--- src/rtl/mem_access.sv ---
// mem_access: load/store unit between the CPU memory stage and a
// single-port word-wide data RAM without byte enables.
module mem_access #(
    parameter int ADDR_BITS = 20
) (
    input  logic        clk,
    input  logic        rstn,
    input  logic        req_valid,
    output logic        req_ready,
    input  logic        req_we,
    input  logic [2:0]  req_funct3,
    input  logic [31:0] req_addr,
    input  logic [31:0] req_wdata,
    output logic        resp_valid,
    input  logic        resp_ready,
    output logic [31:0] resp_rdata,
    output logic        resp_err,
    output logic        ram_en,
    output logic        ram_we,
    output logic        ram_rst,
    output logic [31:0] ram_addr,
    output logic [31:0] ram_di,
    input  logic [31:0] ram_dout
);

    typedef enum logic [2:0] {
        S_IDLE,
        S_READ,
        S_MERGE,
        S_WRITE,
        S_RESP
    } state_t;

    state_t      state_q, state_d;
    logic        we_q;
    logic [2:0]  f3_q;
    logic [31:0] addr_q;
    logic [31:0] wdata_q;
    logic        err_q;

    logic        accept;
    logic        f3_bad;
    logic        range_bad;
    logic        align_bad;
    logic        req_bad;
    logic        is_sw;
    logic [31:0] merged;
    logic [31:0] load_ext;
    logic [7:0]  lane_b;
    logic [15:0] lane_h;

    assign accept  = (state_q == S_IDLE) && req_valid;
    assign ram_rst = 1'b0;
    assign ram_addr = {addr_q[31:2], 2'b00};
    assign resp_err = err_q;
    assign is_sw = req_we && (req_funct3 == 3'b010);

    // Classify an incoming request as illegal, out of range or misaligned.
    always_comb begin
        f3_bad = 1'b0;
        case (req_funct3)
            3'b011, 3'b110, 3'b111: f3_bad = 1'b1;
            3'b100, 3'b101:         f3_bad = req_we;
            default:                f3_bad = 1'b0;
        endcase
        range_bad = (req_addr >> ADDR_BITS) != 32'd0;
        align_bad = 1'b0;
        case (req_funct3[1:0])
            2'b01:   align_bad = req_addr[0];
            2'b10:   align_bad = (req_addr[1:0] != 2'b00);
            default: align_bad = 1'b0;
        endcase
        req_bad = f3_bad || range_bad || align_bad;
    end

    // State register.
    always_ff @(posedge clk or negedge rstn) begin
        if (!rstn) begin
            state_q <= S_IDLE;
        end else begin
            state_q <= state_d;
        end
    end

    // Next-state decode.
    always_comb begin
        state_d = state_q;
        case (state_q)
            S_IDLE: begin
                if (accept) begin
                    if (req_bad) begin
                        state_d = S_RESP;
                    end else if (is_sw) begin
                        state_d = S_WRITE;
                    end else begin
                        state_d = S_READ;
                    end
                end
            end
            S_READ:  state_d = we_q ? S_MERGE : S_RESP;
            S_MERGE: state_d = S_RESP;
            S_WRITE: state_d = S_RESP;
            S_RESP: begin
                if (resp_ready) begin
                    state_d = S_IDLE;
                end
            end
            default: state_d = S_IDLE;
        endcase
    end

    // Capture the request fields and the error flag on accept.
    always_ff @(posedge clk or negedge rstn) begin
        if (!rstn) begin
            we_q    <= 1'b0;
            f3_q    <= 3'b000;
            addr_q  <= 32'd0;
            wdata_q <= 32'd0;
            err_q   <= 1'b0;
        end else if (accept) begin
            we_q    <= req_we;
            f3_q    <= req_funct3;
            addr_q  <= req_addr;
            wdata_q <= req_wdata;
            err_q   <= req_bad;
        end
    end

    // Lane insertion for sub-word stores and lane extraction for loads.
    always_comb begin
        merged = ram_dout;
        if (f3_q[1:0] == 2'b00) begin
            merged[{addr_q[1:0], 3'b000} +: 8] = wdata_q[7:0];
        end else if (addr_q[1]) begin
            merged[31:16] = wdata_q[15:0];
        end else begin
            merged[15:0] = wdata_q[15:0];
        end
        lane_b = ram_dout[{addr_q[1:0], 3'b000} +: 8];
        lane_h = addr_q[1] ? ram_dout[31:16] : ram_dout[15:0];
        case (f3_q)
            3'b000:  load_ext = {{24{lane_b[7]}}, lane_b};
            3'b001:  load_ext = {{16{lane_h[15]}}, lane_h};
            3'b100:  load_ext = {24'd0, lane_b};
            3'b101:  load_ext = {16'd0, lane_h};
            default: load_ext = ram_dout;
        endcase
    end

    // Handshake and RAM controls decoded from the current state.
    always_comb begin
        req_ready  = 1'b0;
        resp_valid = 1'b0;
        resp_rdata = 32'd0;
        ram_en     = 1'b0;
        ram_we     = 1'b0;
        ram_di     = 32'd0;
        case (state_q)
            S_IDLE: req_ready = 1'b1;
            S_READ: ram_en = 1'b1;
            S_MERGE: begin
                ram_en = 1'b1;
                ram_we = 1'b1;
                ram_di = merged;
            end
            S_WRITE: begin
                ram_en = 1'b1;
                ram_we = 1'b1;
                ram_di = wdata_q;
            end
            S_RESP: begin
                resp_valid = 1'b1;
                if (!we_q && !err_q) begin
                    resp_rdata = load_ext;
                end
            end
            default: req_ready = 1'b0;
        endcase
    end

endmodule
--- config.mk ---
export PLATFORM = sky130hd
export DESIGN_NAME = mem_access
export DESIGN_NICKNAME = d
export VERILOG_FILES = /design/src/rtl/mem_access.sv
export SDC_FILE = /design/constraint.sdc
export NUM_CORES = 1
export LEC_CHECK = 0
export ABC_AREA = 1
export CORE_ASPECT_RATIO = 1.75
export CORE_MARGIN = 2
export CORE_UTILIZATION = 45
export DETAILED_ROUTE_END_ITERATION = 6
export GPL_TIMING_DRIVEN = 0
export HOLD_SLACK_MARGIN = 0.06
export PLACE_DENSITY = 0.82
export SYNTH_ARGS = -nofsm -noshare
export SYNTH_HDL_FRONTEND = slang
export SYNTH_SLANG_ARGS = --single-unit
--- constraint.sdc ---
create_clock -name clk -period 4.1 [get_ports clk]
set_input_delay 1.23 -clock clk [delete_from_list [all_inputs] [get_ports clk]]
set_output_delay 1.23 -clock clk [all_outputs]
set_load 0.005 [all_outputs]
==> impl_metrics.json <==
{
  "rows": 52,
  "start_kind": "primary input",
  "num_vias": 6347,
  "grt_max_degree": 55,
  "ant_nets": 0,
  "relSlewSlack": 0.5112,
  "ys_warn_count": 0,
  "wl_per_cell_um": 17.14,
  "die_y_um": 148.1,
  "cts_buffers": 9,
  "dpl.hpwl_mm": 16.14,
  "worst_slew_pin_slew_ns": 0.7331,
  "violations": "negative setup slack",
  "busiest_layer": "met2",
  "htreeDepth": 3,
  "skew_ns": 0.006601,
  "fin_area_um2": 8085,
  "fin_crit_sh": 1.006,
  "ios": 206,
  "antenna_cells": 0,
  "hold_viol_final": 0,
  "setup_viol": 1,
  "firstDrtPassIters": 6,
  "grt_pass1_vias": 6283,
  "worstHoldPathType": "flip-flop to flip-flop",
  "drive_gt1_frac": 0.1278,
  "die_width_um": 86.32,
  "grtUsageMet3": 0.05438,
  "ir_drop_mv": 0.4440,
  "cts_tree": "built",
  "ys_ff_latch": 72,
  "fillCellCount": 990,
  "ys_types": 28,
  "p_leak_nw": 4.106,
  "cp-end-kind": "output pin",
  "synth_area_leader_cell": "dfrtp_1",
  "synthCells": 820,
  "cp_top_family": "buffers and inverters",
  "yosysSeqAreaShare": 0.3376,
  "status": "complete, but fails checks",
  "arrival_ns": 2.89,
  "drtIter0Drc": 380,
  "cpPeakStageDelay_ns": 0.53,
  "rsz0062_at_grt": "yes",
  "clock-root-buffer": "clkbuf_16",
  "use_met1": 0.3174,
  "portBuffers": 202,
  "worstSetupPathType": "primary input to output pin",
  "start_util": 0.4608,
  "antenna_found_initial": 0,
  "critical_path_required_ns": 2.87,
  "area_growth_pct": 51.51,
  "final-max-slew-violation-count": 0,
  "routed_wl_mm": 20.41,
  "syn_area_per_cell_um2": 6.508,
  "synthTopCellsByArea": "dfrtp_1, nand2_1, o21ai_0, inv_1, nand3_1",
  "cap_violations": 0,
  "cp_num_buf_inv": 3,
  "cts_max_path_buffers": 2,
  "postPlaceCellArea_um2": 7560,
  "gr-usage-met2": 0.5762,
  "fin_tns_setup_ns": -0.02303,
  "critPathSlowestCell": "clkdlybuf4s50_1",
  "post-route-min-period_ns": 4.123,
  "overflow": 0,
  "clock_latency_ns": 0.33,
  "most-common-layout-cells": "nand2_1, clkdlybuf4s50_1, o21ai_0",
  "cts_hold_buf": 0,
  "fmax_mhz": 242.5,
  "setup_ws_ns": -0.02303,
  "final_common_cell": "nand2_1",
  "core-area_um2": 11580,
  "grtUsageTotal": 0.3171,
  "nets": 1165,
  "place_congestion": 1.007,
  "yosys.area.top_type_share": 0.3376,
  "vias_per_cell": 5.329,
  "clock_sinks": 72,
  "drc": 0,
  "path_cells": "clkdlybuf4s50_1 -> inv_1 -> nand2_1 -> o21ai_0 -> nand2_1 -> nand3_1 -> a21oi_1 -> clkdlybuf4s50_1",
  "grt_pass1_wl_mm": 31.39,
  "p_per_area_nw_per_um2": 617.6,
  "syn_area_um2": 5336,
  "fp.dieArea_um2": 12780,
  "clk_pin_slew_worst_paths_ns": 0.05,
  "critPathMaxFanout": 3
}
worst register-to-register path, delay by kind of cell (launching register included):
| family | cells | cell delay, ns |
|---|---|---|
| buf+inv | 4 | 0.59 |
| simple gates | 4 | 0.45 |
| flops | 1 | 0.40 |
| compound gates | 1 | 0.09 |
flip-flops by register name, indices dropped and copies added (netlist names):
signal / cells
addr_q: 32
wdata_q: 32
f3_q: 3
state_q: 3
resp_err: 1
we_q: 1
area by class of cell:
| class | instances | area [um^2] | area share |
|---|---|---|---|
| timing repair buffer | 220 | 2175 | 0.2690 |
| clock inverter | 3 | 17.52 | 0.002167 |
| buffer | 77 | 494.2 | 0.06113 |
| clock buffer | 12 | 256.5 | 0.03172 |
| sequential | 72 | 1803 | 0.2230 |
| inverter | 88 | 337.8 | 0.04178 |
| multi-input combinational | 584 | 2833 | 0.3504 |
| tap | 135 | 168.9 | 0.02089 |
stage by stage:
stage	power, mW	instances	worst slack [ns]	util	hold WS [ns]
2_1_floorplan	2.850	822	0.7931	-	0.4492
5_1_grt	5.354	1191	-0.1181	0.6981	0.4899
6_report	4.994	1191	-0.02303	0.6981	0.4763
3_3_place_gp	3.949	1159	-0.6718	0.6506	0.4613
3_5_place_dp	3.991	1160	-0.4828	0.6528	0.4657
4_1_cts	4.881	1183	-0.02352	0.6889	0.4810
cells by family (layout without fill, tap and decap cells):
| logic type | Yosys count | after routing | share of synthesized area |
|---|---|---|---|
| simple gates | 388 | 388 | 0.3013 |
| buf+inv | 166 | 400 | 0.1505 |
| other cells | 1 | 3 | 0.0007027 |
| flops | 72 | 72 | 0.3376 |
| compound gates | 184 | 184 | 0.1887 |
| fa+ha+maj | 9 | 9 | 0.02110 |
report_power, final:
| group | internal [mW] | leakage, nW | switching (mW) | total [mW] |
|---|---|---|---|---|
| clock | 0.437 | 0.134 | 0.277 | 0.714 |
| combinational | 1.32 | 3.09 | 1.68 | 3.01 |
| sequential | 1.03 | 0.887 | 0.242 | 1.27 |
per-layer routing:
metal,up-vias,routed length (um)
met5,-,0
met4,0,1340
met3,81,1331
met2,324,10740
met1,2852,6998
li1,3090,-
cells in the mapped netlist:
| cell | instances |
|---|---|
| nor2_8 | 1 |
| nand3_1 | 57 |
| inv_2 | 3 |
| clkbuf_1 | 10 |
| o221ai_1 | 8 |
| nor2_4 | 2 |
| buf_4 | 34 |
| clkinv_1 | 1 |
| dfrtp_1 | 72 |
| nand2_1 | 240 |
| nand3_2 | 1 |
| buf_1 | 2 |
| conb_1 | 1 |
| or2_2 | 2 |
| a21oi_1 | 52 |
| nor2_1 | 70 |
| o31ai_1 | 6 |
| buf_2 | 30 |
| ha_1 | 9 |
| nand4_1 | 7 |
| a31oi_1 | 3 |
| nor2_2 | 3 |
| o211ai_1 | 15 |
| buf_6 | 2 |
| nor3_1 | 4 |
| inv_1 | 84 |
| o21ai_0 | 100 |
| nand2_4 | 1 |
path summary, 6_finish.rpt:
| path | start | endpoint | slack (ns) | cells after the start |
|---|---|---|---|---|
| max | ram_dout[26] | resp_rdata[2] | -0.02 | 8 |
| min | addr_q[5]$_DFFE_PN0P_ | addr_q[5]$_DFFE_PN0P_ | 0.48 | 2 |
| max reg2reg | state_q[0]$_DFFE_PN0P_ | wdata_q[4]$_DFFE_PN0P_ | 2.48 | 9 |
| min reg2reg | addr_q[5]$_DFFE_PN0P_ | addr_q[5]$_DFFE_PN0P_ | 0.48 | 2 |
| max in group asynchronous | rstn | addr_q[3]$_DFFE_PN0P_ | 2.77 | 2 |
| min in group asynchronous | rstn | addr_q[26]$_DFFE_PN0P_ | 0.78 | 1 |
what timing repair did:
| item | in CTS | in global routing |
|---|---|---|
| setup buffers | 9 | 8 |
| gates cloned | 0 | 0 |
| pin swaps | 4 | 6 |
| resized for setup | 70 | 21 |
| endpoints found under the setup margin | 60 | 53 |
No activity file was read; power rests on OpenSTA's default activity.
